==> src/rtl/uart_cmd_wrapper_if.sv <==
// uart_cmd_wrapper_if: host serial lines plus command/response handshakes
`timescale 1ns/1ps
interface uart_cmd_wrapper_if;
  logic RX;
  logic TX;
  logic [15:0] cmd;
  logic cmd_rdy;
  logic clr_cmd_rdy;
  logic [7:0] resp;
  logic send_resp;
  logic resp_sent;
  logic tx_busy;
  modport master(output RX, clr_cmd_rdy, resp, send_resp, input TX, cmd, cmd_rdy, resp_sent, tx_busy);
  modport slave(input RX, clr_cmd_rdy, resp, send_resp, output TX, cmd, cmd_rdy, resp_sent, tx_busy);
endinterface

==> src/rtl/uart_cmd_wrapper.sv <==
// uart_cmd_wrapper: 8N1 UART pairing received bytes into 16-bit commands and sending 8-bit responses
`timescale 1ns/1ps
module uart_cmd_wrapper #(
  parameter int BAUD_DIV = 2604
) (
  input logic clk,
  input logic rst_n,
  uart_cmd_wrapper_if.slave bus
);
  localparam int CW = $clog2(BAUD_DIV);
  localparam logic [CW-1:0] FULL = CW'(BAUD_DIV - 1);
  localparam logic [CW-1:0] HALF = CW'(BAUD_DIV / 2 - 1);
  typedef enum logic [1:0] {R_IDLE, R_START, R_DATA, R_STOP} rx_t;
  typedef enum logic {W_HI, W_LO} pr_t;
  typedef enum logic {T_IDLE, T_XMIT} tx_t;
  logic rx_meta, rx_s;
  rx_t rx_st, rx_st_n;
  logic [CW-1:0] rx_cnt, rx_cnt_n;
  logic [2:0] rx_bit, rx_bit_n;
  logic [7:0] rx_sh, rx_sh_n;
  logic rx_rdy, rx_rdy_n;
  pr_t pr_st, pr_st_n;
  logic [7:0] hold, hold_n;
  logic [15:0] cmd_q, cmd_n;
  logic rdy, rdy_n, accept;
  tx_t tx_st, tx_st_n;
  logic [CW-1:0] tx_cnt, tx_cnt_n;
  logic [3:0] tx_bit, tx_bit_n;
  logic [9:0] tx_sh, tx_sh_n;
  logic sent, sent_n;
  always_ff @(posedge clk or negedge rst_n) begin
    if (!rst_n) begin
      rx_meta <= 1'b1;
      rx_s <= 1'b1;
      rx_st <= R_IDLE;
      rx_cnt <= '0;
      rx_bit <= '0;
      rx_sh <= '0;
      rx_rdy <= 1'b0;
      pr_st <= W_HI;
      hold <= '0;
      cmd_q <= '0;
      rdy <= 1'b0;
      tx_st <= T_IDLE;
      tx_cnt <= '0;
      tx_bit <= '0;
      tx_sh <= '1;
      sent <= 1'b0;
    end else begin
      rx_meta <= bus.RX;
      rx_s <= rx_meta;
      rx_st <= rx_st_n;
      rx_cnt <= rx_cnt_n;
      rx_bit <= rx_bit_n;
      rx_sh <= rx_sh_n;
      rx_rdy <= rx_rdy_n;
      pr_st <= pr_st_n;
      hold <= hold_n;
      cmd_q <= cmd_n;
      rdy <= rdy_n;
      tx_st <= tx_st_n;
      tx_cnt <= tx_cnt_n;
      tx_bit <= tx_bit_n;
      tx_sh <= tx_sh_n;
      sent <= sent_n;
    end
  end
  always_comb begin
    rx_st_n = rx_st;
    rx_cnt_n = rx_cnt + 1'b1;
    rx_bit_n = rx_bit;
    rx_sh_n = rx_sh;
    rx_rdy_n = 1'b0;
    case (rx_st)
      R_IDLE: begin
        rx_cnt_n = '0;
        if (!rx_s) rx_st_n = R_START;
      end
      R_START: if (rx_cnt == HALF) begin
        rx_cnt_n = '0;
        rx_st_n = rx_s ? R_IDLE : R_DATA;
      end
      R_DATA: if (rx_cnt == FULL) begin
        rx_cnt_n = '0;
        rx_sh_n = {rx_s, rx_sh[7:1]};
        rx_bit_n = rx_bit + 1'b1;
        if (rx_bit == 3'd7) rx_st_n = R_STOP;
      end
      default: if (rx_cnt == FULL) begin
        rx_cnt_n = '0;
        rx_rdy_n = rx_s;
        rx_st_n = R_IDLE;
      end
    endcase
  end
  // bytes arriving while a command is still pending are dropped without advancing
  assign accept = rx_rdy && !rdy;
  always_comb begin
    pr_st_n = accept ? (pr_st == W_HI ? W_LO : W_HI) : pr_st;
    hold_n = (accept && pr_st == W_HI) ? rx_sh : hold;
    cmd_n = (accept && pr_st == W_LO) ? {hold, rx_sh} : cmd_q;
    rdy_n = (accept && pr_st == W_LO) || (rdy && !bus.clr_cmd_rdy);
  end
  // TX is tx_sh[0]; shifting in ones leaves the line idle-high after the stop bit
  always_comb begin
    tx_st_n = tx_st;
    tx_cnt_n = tx_cnt + 1'b1;
    tx_bit_n = tx_bit;
    tx_sh_n = tx_sh;
    sent_n = 1'b0;
    if (tx_st == T_IDLE) begin
      tx_cnt_n = '0;
      if (bus.send_resp && !sent) begin
        tx_st_n = T_XMIT;
        tx_sh_n = {1'b1, bus.resp, 1'b0};
        tx_bit_n = '0;
      end
    end else if (tx_cnt == FULL) begin
      tx_cnt_n = '0;
      tx_sh_n = {1'b1, tx_sh[9:1]};
      tx_bit_n = tx_bit + 1'b1;
      if (tx_bit == 4'd9) begin
        tx_st_n = T_IDLE;
        sent_n = 1'b1;
      end
    end
  end
  assign bus.TX = tx_sh[0];
  assign bus.cmd = cmd_q;
  assign bus.cmd_rdy = rdy;
  assign bus.resp_sent = sent;
  assign bus.tx_busy = (tx_st == T_XMIT);
endmodule
==> src/flat_wrapper.sv <==
// flat-port wrapper written by rule: the top's interface ports become plain ports
module uart_cmd_wrapper_flat 
#(
  parameter int BAUD_DIV = 2604
)
  (clk, rst_n, bus_RX, bus_clr_cmd_rdy, bus_resp, bus_send_resp, bus_TX, bus_cmd, bus_cmd_rdy, bus_resp_sent, bus_tx_busy);
  uart_cmd_wrapper_if bus_i ();
  input logic clk;
  input logic rst_n;
  input wire logic [$bits(bus_i.RX)-1:0] bus_RX;
  input wire logic [$bits(bus_i.clr_cmd_rdy)-1:0] bus_clr_cmd_rdy;
  input wire logic [$bits(bus_i.resp)-1:0] bus_resp;
  input wire logic [$bits(bus_i.send_resp)-1:0] bus_send_resp;
  output wire logic [$bits(bus_i.TX)-1:0] bus_TX;
  output wire logic [$bits(bus_i.cmd)-1:0] bus_cmd;
  output wire logic [$bits(bus_i.cmd_rdy)-1:0] bus_cmd_rdy;
  output wire logic [$bits(bus_i.resp_sent)-1:0] bus_resp_sent;
  output wire logic [$bits(bus_i.tx_busy)-1:0] bus_tx_busy;
  assign bus_i.RX = bus_RX;
  assign bus_i.clr_cmd_rdy = bus_clr_cmd_rdy;
  assign bus_i.resp = bus_resp;
  assign bus_i.send_resp = bus_send_resp;
  assign bus_TX = bus_i.TX;
  assign bus_cmd = bus_i.cmd;
  assign bus_cmd_rdy = bus_i.cmd_rdy;
  assign bus_resp_sent = bus_i.resp_sent;
  assign bus_tx_busy = bus_i.tx_busy;
  uart_cmd_wrapper #(.BAUD_DIV(BAUD_DIV)) u_core (.clk(clk), .rst_n(rst_n), .bus(bus_i));
endmodule
==> config.mk <==
export PLATFORM = sky130hd
export DESIGN_NAME = uart_cmd_wrapper_flat
export DESIGN_NICKNAME = d
export VERILOG_FILES = /design/src/rtl/uart_cmd_wrapper_if.sv /design/src/rtl/uart_cmd_wrapper.sv /design/src/flat_wrapper.sv
export SDC_FILE = /design/constraint.sdc
export NUM_CORES = 1
export LEC_CHECK = 0
export CAP_MARGIN = 20
export CORE_ASPECT_RATIO = 0.6
export CORE_MARGIN = 2
export CORE_UTILIZATION = 50
export CTS_CLUSTER_SIZE = 40
export DETAILED_ROUTE_END_ITERATION = 16
export GPL_TIMING_DRIVEN = 0
export MAX_ROUTING_LAYER = met4
export PLACE_DENSITY_LB_ADDON = 0.15
export SLEW_MARGIN = 15
export SYNTH_ARGS = -nofsm -noshare
export SYNTH_HDL_FRONTEND = slang
export SYNTH_SLANG_ARGS = --single-unit
==> constraint.sdc <==
create_clock -name clk -period 3.3 [get_ports clk]
set_input_delay 0.66 -clock clk [delete_from_list [all_inputs] [get_ports clk]]
set_output_delay 0.66 -clock clk [all_outputs]
set_load 0.03 [all_outputs]
==> metrics.log <==
[metrics] flip-flop and latch count after synthesis: 81
[metrics] class of the most critical setup path: register to register
[metrics] number of violations of the max-capacitance limit: 0
[metrics] Worst Hold Class: input port to async pin
[metrics] Placeable Area: 6763 µm²
[metrics] number of DRC violations after detailed-routing iteration 0: 130
[metrics] Data arrival, critical path: 2.67 ns
[metrics] count of yosys warnings during synthesis: 0
[metrics] number of distinct library cells after synthesis: 40
[metrics] critical path launch point type: register
[metrics] crit path max fanout: 10
[metrics] number of enable-type register cells in the synthesized netlist: 0
[metrics] Site Rows: 23
[metrics] pin count of the biggest net entering global routing: 48
[metrics] maximum buffer depth of the clock tree: 2
[metrics] clk_skew: 0.004081 ns
[metrics] Pleak: 1.944 nW
[metrics] Tmin final: 2.453 ns
[metrics] DRC violation count after routing: 0
[metrics] Seq/Total Area, Yosys: 57.73%
[metrics] number of antenna violations at the first check in global routing: 0
[metrics] drt via density: 5.359
[metrics] Detail Route Antenna Nets: 0
[metrics] Least-Margin Pin Slew: 0.8443 ns
[metrics] predominant post-synthesis flop cell: dfrtp_1
[metrics] I/O pin count: 33
[metrics] ant diodes: 0
[metrics] vias in the first global route: 2263
[metrics] non-filler instance count after layout: 432
[metrics] fraction of the core area covered by cells at the end of the flow: 64.09%
[metrics] clock-pin transition on the worst setup and hold timing paths: 0.05 ns
[metrics] max-slew headroom at the worst pin: 43.50%
[metrics] RD Place Congestion: 0.9160
[metrics] area share of the largest cell type after synthesis: 49.56%
[metrics] post-synth top area cell: dfrtp_1
[metrics] average footprint of a synthesized cell: 11.94 µm²
[metrics] RSZ-0062 raised after global routing: false
[metrics] share of the clock period used by the worst path: 74.35%
[metrics] outcome: completed
[metrics] async set or reset register ratio after synthesis: 100.0%
[metrics] total power consumption of the routed design: 2.424 mW
[metrics] fraction of final layout cells with drive strength greater than 1: 20.00%
[metrics] area added between synthesis and finish: 22.62%
[metrics] endpoints failing setup: 0
[metrics] leading cell types by total area after synthesis: dfrtp_1 50%, mux2_2 8.3%, dfstp_2 8.2%
[metrics] First-pass DRT Iterations: 4
[metrics] post-route setup TNS: 0 ns
[metrics] buffer type at the clock tree root: clkbuf_16
[metrics] maximum resistive drop on vdd: 444.0 µV
[metrics] wire length per cell: 14.67 µm
[metrics] gate count of the mapped netlist: 296
[metrics] postcts setup bufs: 0
[metrics] Final HPWL DP: 4.404 mm
[metrics] clock latency reported for the late side of the worst-skew pair: 0.33 ns
[metrics] total count of max-transition violations in the final report: 0
[metrics] syn_nets: 316
[metrics] Clock H-tree levels: 3
[metrics] element type at the critical path end: register
[metrics] Resized Gates After CTS: 0
[metrics] placed instance count: 416
[metrics] wire length of the first global-routing pass: 11.27 mm
[metrics] global-route total usage across every layer: 19.03%
[metrics] required time at the endpoint of the critical path: 3.51 ns
[metrics] remaining global-route overflow: 0
[metrics] post-synthesis instance area: 3535 µm²
[metrics] highest attainable clock frequency: 407.6 MHz
[metrics] total count of hold-check failures in the final report: 0
[metrics] starting utilization of the core area: 52.27%
[metrics] Cell Pwr Density: 559.2 nW/µm²
[metrics] layout net count: 360
[metrics] overall die area: 7780 µm²
[metrics] vias after detailed routing: 2315
[metrics] clock buffers created by TritonCTS: 9
[metrics] die height: 69.13 µm
[metrics] Horiz. Die Dim: 112.5 µm
[metrics] routed wire length: 6.337 mm
[metrics] port bufs: 32
[metrics] CTS sink count: 81
[metrics] number of buffers inserted for hold repair after clock tree synthesis: 0
[metrics] CTS tree: yes
==> through the flow <==
stage                     cell area (µm²)  setup WS (ns)  hold slack (ns)
after CTS                            4334         0.8442           0.2831
final                                4334         0.8466           0.2752
after global placement               3964         -1.222           0.3461
after floorplan                      3535         0.9963           0.3452
after detailed placement             3989         0.8493           0.3491
after global routing                 4334         0.7580           0.3100
==> routing by layer <==
| layer | GRT usage, % | routed length (µm) | part of all wire, % | up-vias |
|---|---|---|---|---|
| met4 | 6.911 | 104 | 1.6 | 0 |
| met5 | - | 0 | 0 | - |
| met3 | 5.717 | 290 | 4.6 | 11 |
| met1 | 28.27 | 3305 | 52 | 1128 |
| met2 | 24.48 | 2636 | 42 | 52 |
| li1 | - | - | - | 1124 |
==> where the power goes <==
group	internal [mW]	total (mW)	leakage, nW	switching [mW]
logic	0.0774	0.164	0.723	0.0868
clock network	0.758	1.12	0.166	0.366
registers	1.07	1.14	1.05	0.0698
==> logic make-up after synthesis <==
group,Yosys count,share of synthesized area (%)
adders and majority gates,7,2.478
AOI/OAI and AO/OA,27,4.460
buffers and inverters,20,2.584
and+or+nand+nor,103,14.94
DFF,81,57.73
muxes,35,12.11
xor gates and xnor gates,23,5.699
==> cell usage in the layout, fill, tap and decap left out, types with 7 or more instances in the layout <==
cell,n
dfrtp_1,70
nor2_1,38
clkdlybuf4s50_1,31
mux2_2,26
nand3_1,19
xnor2_1,16
inv_1,12
dfstp_2,11
nand2_1,10
nor3_1,9
a21oi_1,9
mux2_4,9
clkbuf_16,9
xor2_1,7
o22ai_1,7
ha_1,7
==> final cells by class <==
cell class	instances	area, µm²
plain buffers	8	46.29
clock buffers	11	242.7
clock inverters	5	102.6
fillers	531	2429
inverters	12	45.04
multi-input cells	195	1403
flip-flops and latches	81	2041
well taps	87	108.9
repair buffers	33	345.3
==> worst max-delay path: stages, from the launching register on <==
cell and delay (ns):
dfrtp_1 0.41, inv_1 0.07, ha_1 0.14, or4bb_1 0.46
or4b_1 0.58, a22oi_1 0.32, buf_2 0.27, nor2_1 0.08
==> path summary, 6_finish.rpt <==
check                                  from           endpoint  slack, ns  cells after the start
min in group clk             u_core.rx_meta        u_core.rx_s       0.36                      0
max reg2reg                u_core.rx_cnt[1]  u_core.rx_cnt[10]       0.85                      7
max in group asynchronous             rst_n    u_core.tx_sh[3]       2.39                      2
min reg2reg                  u_core.rx_meta        u_core.rx_s       0.36                      0
max                        u_core.rx_cnt[1]  u_core.rx_cnt[10]       0.85                      7
min                                   rst_n   u_core.rx_cnt[0]       0.28                      1
==> state kept, by name, summed over array words and instances, names as in the netlist, 2 cells and up <==
| name | flops |
|---|---|
| u_core.hold | 8 |
| u_core.tx_sh | 9 |
| u_core.rx_st | 2 |
| u_core.bus.cmd | 16 |
| u_core.rx_bit | 3 |
| u_core.rx_sh | 8 |
| u_core.tx_cnt | 12 |
| u_core.rx_cnt | 12 |
| u_core.tx_bit | 4 |
==> Yosys cell counts (2+ instances only) <==
cell type and n:
nand4_1 6, nor3_1 9, mux2_4 9, mux2_2 26, o22ai_1 7, nor4_1 2, xor2_1 7, nor4b_1 3
a31oi_1 2, buf_6 2, o21ai_0 5, dfrtp_1 70, nand2b_1 2, ha_1 7, nand2_1 10, nand3_1 19
xnor2_1 16, clkbuf_1 5, and3_1 2, a21oi_1 9, inv_1 12, dfstp_2 11, nor2_1 38
Power figures use the tool's default switching activity.
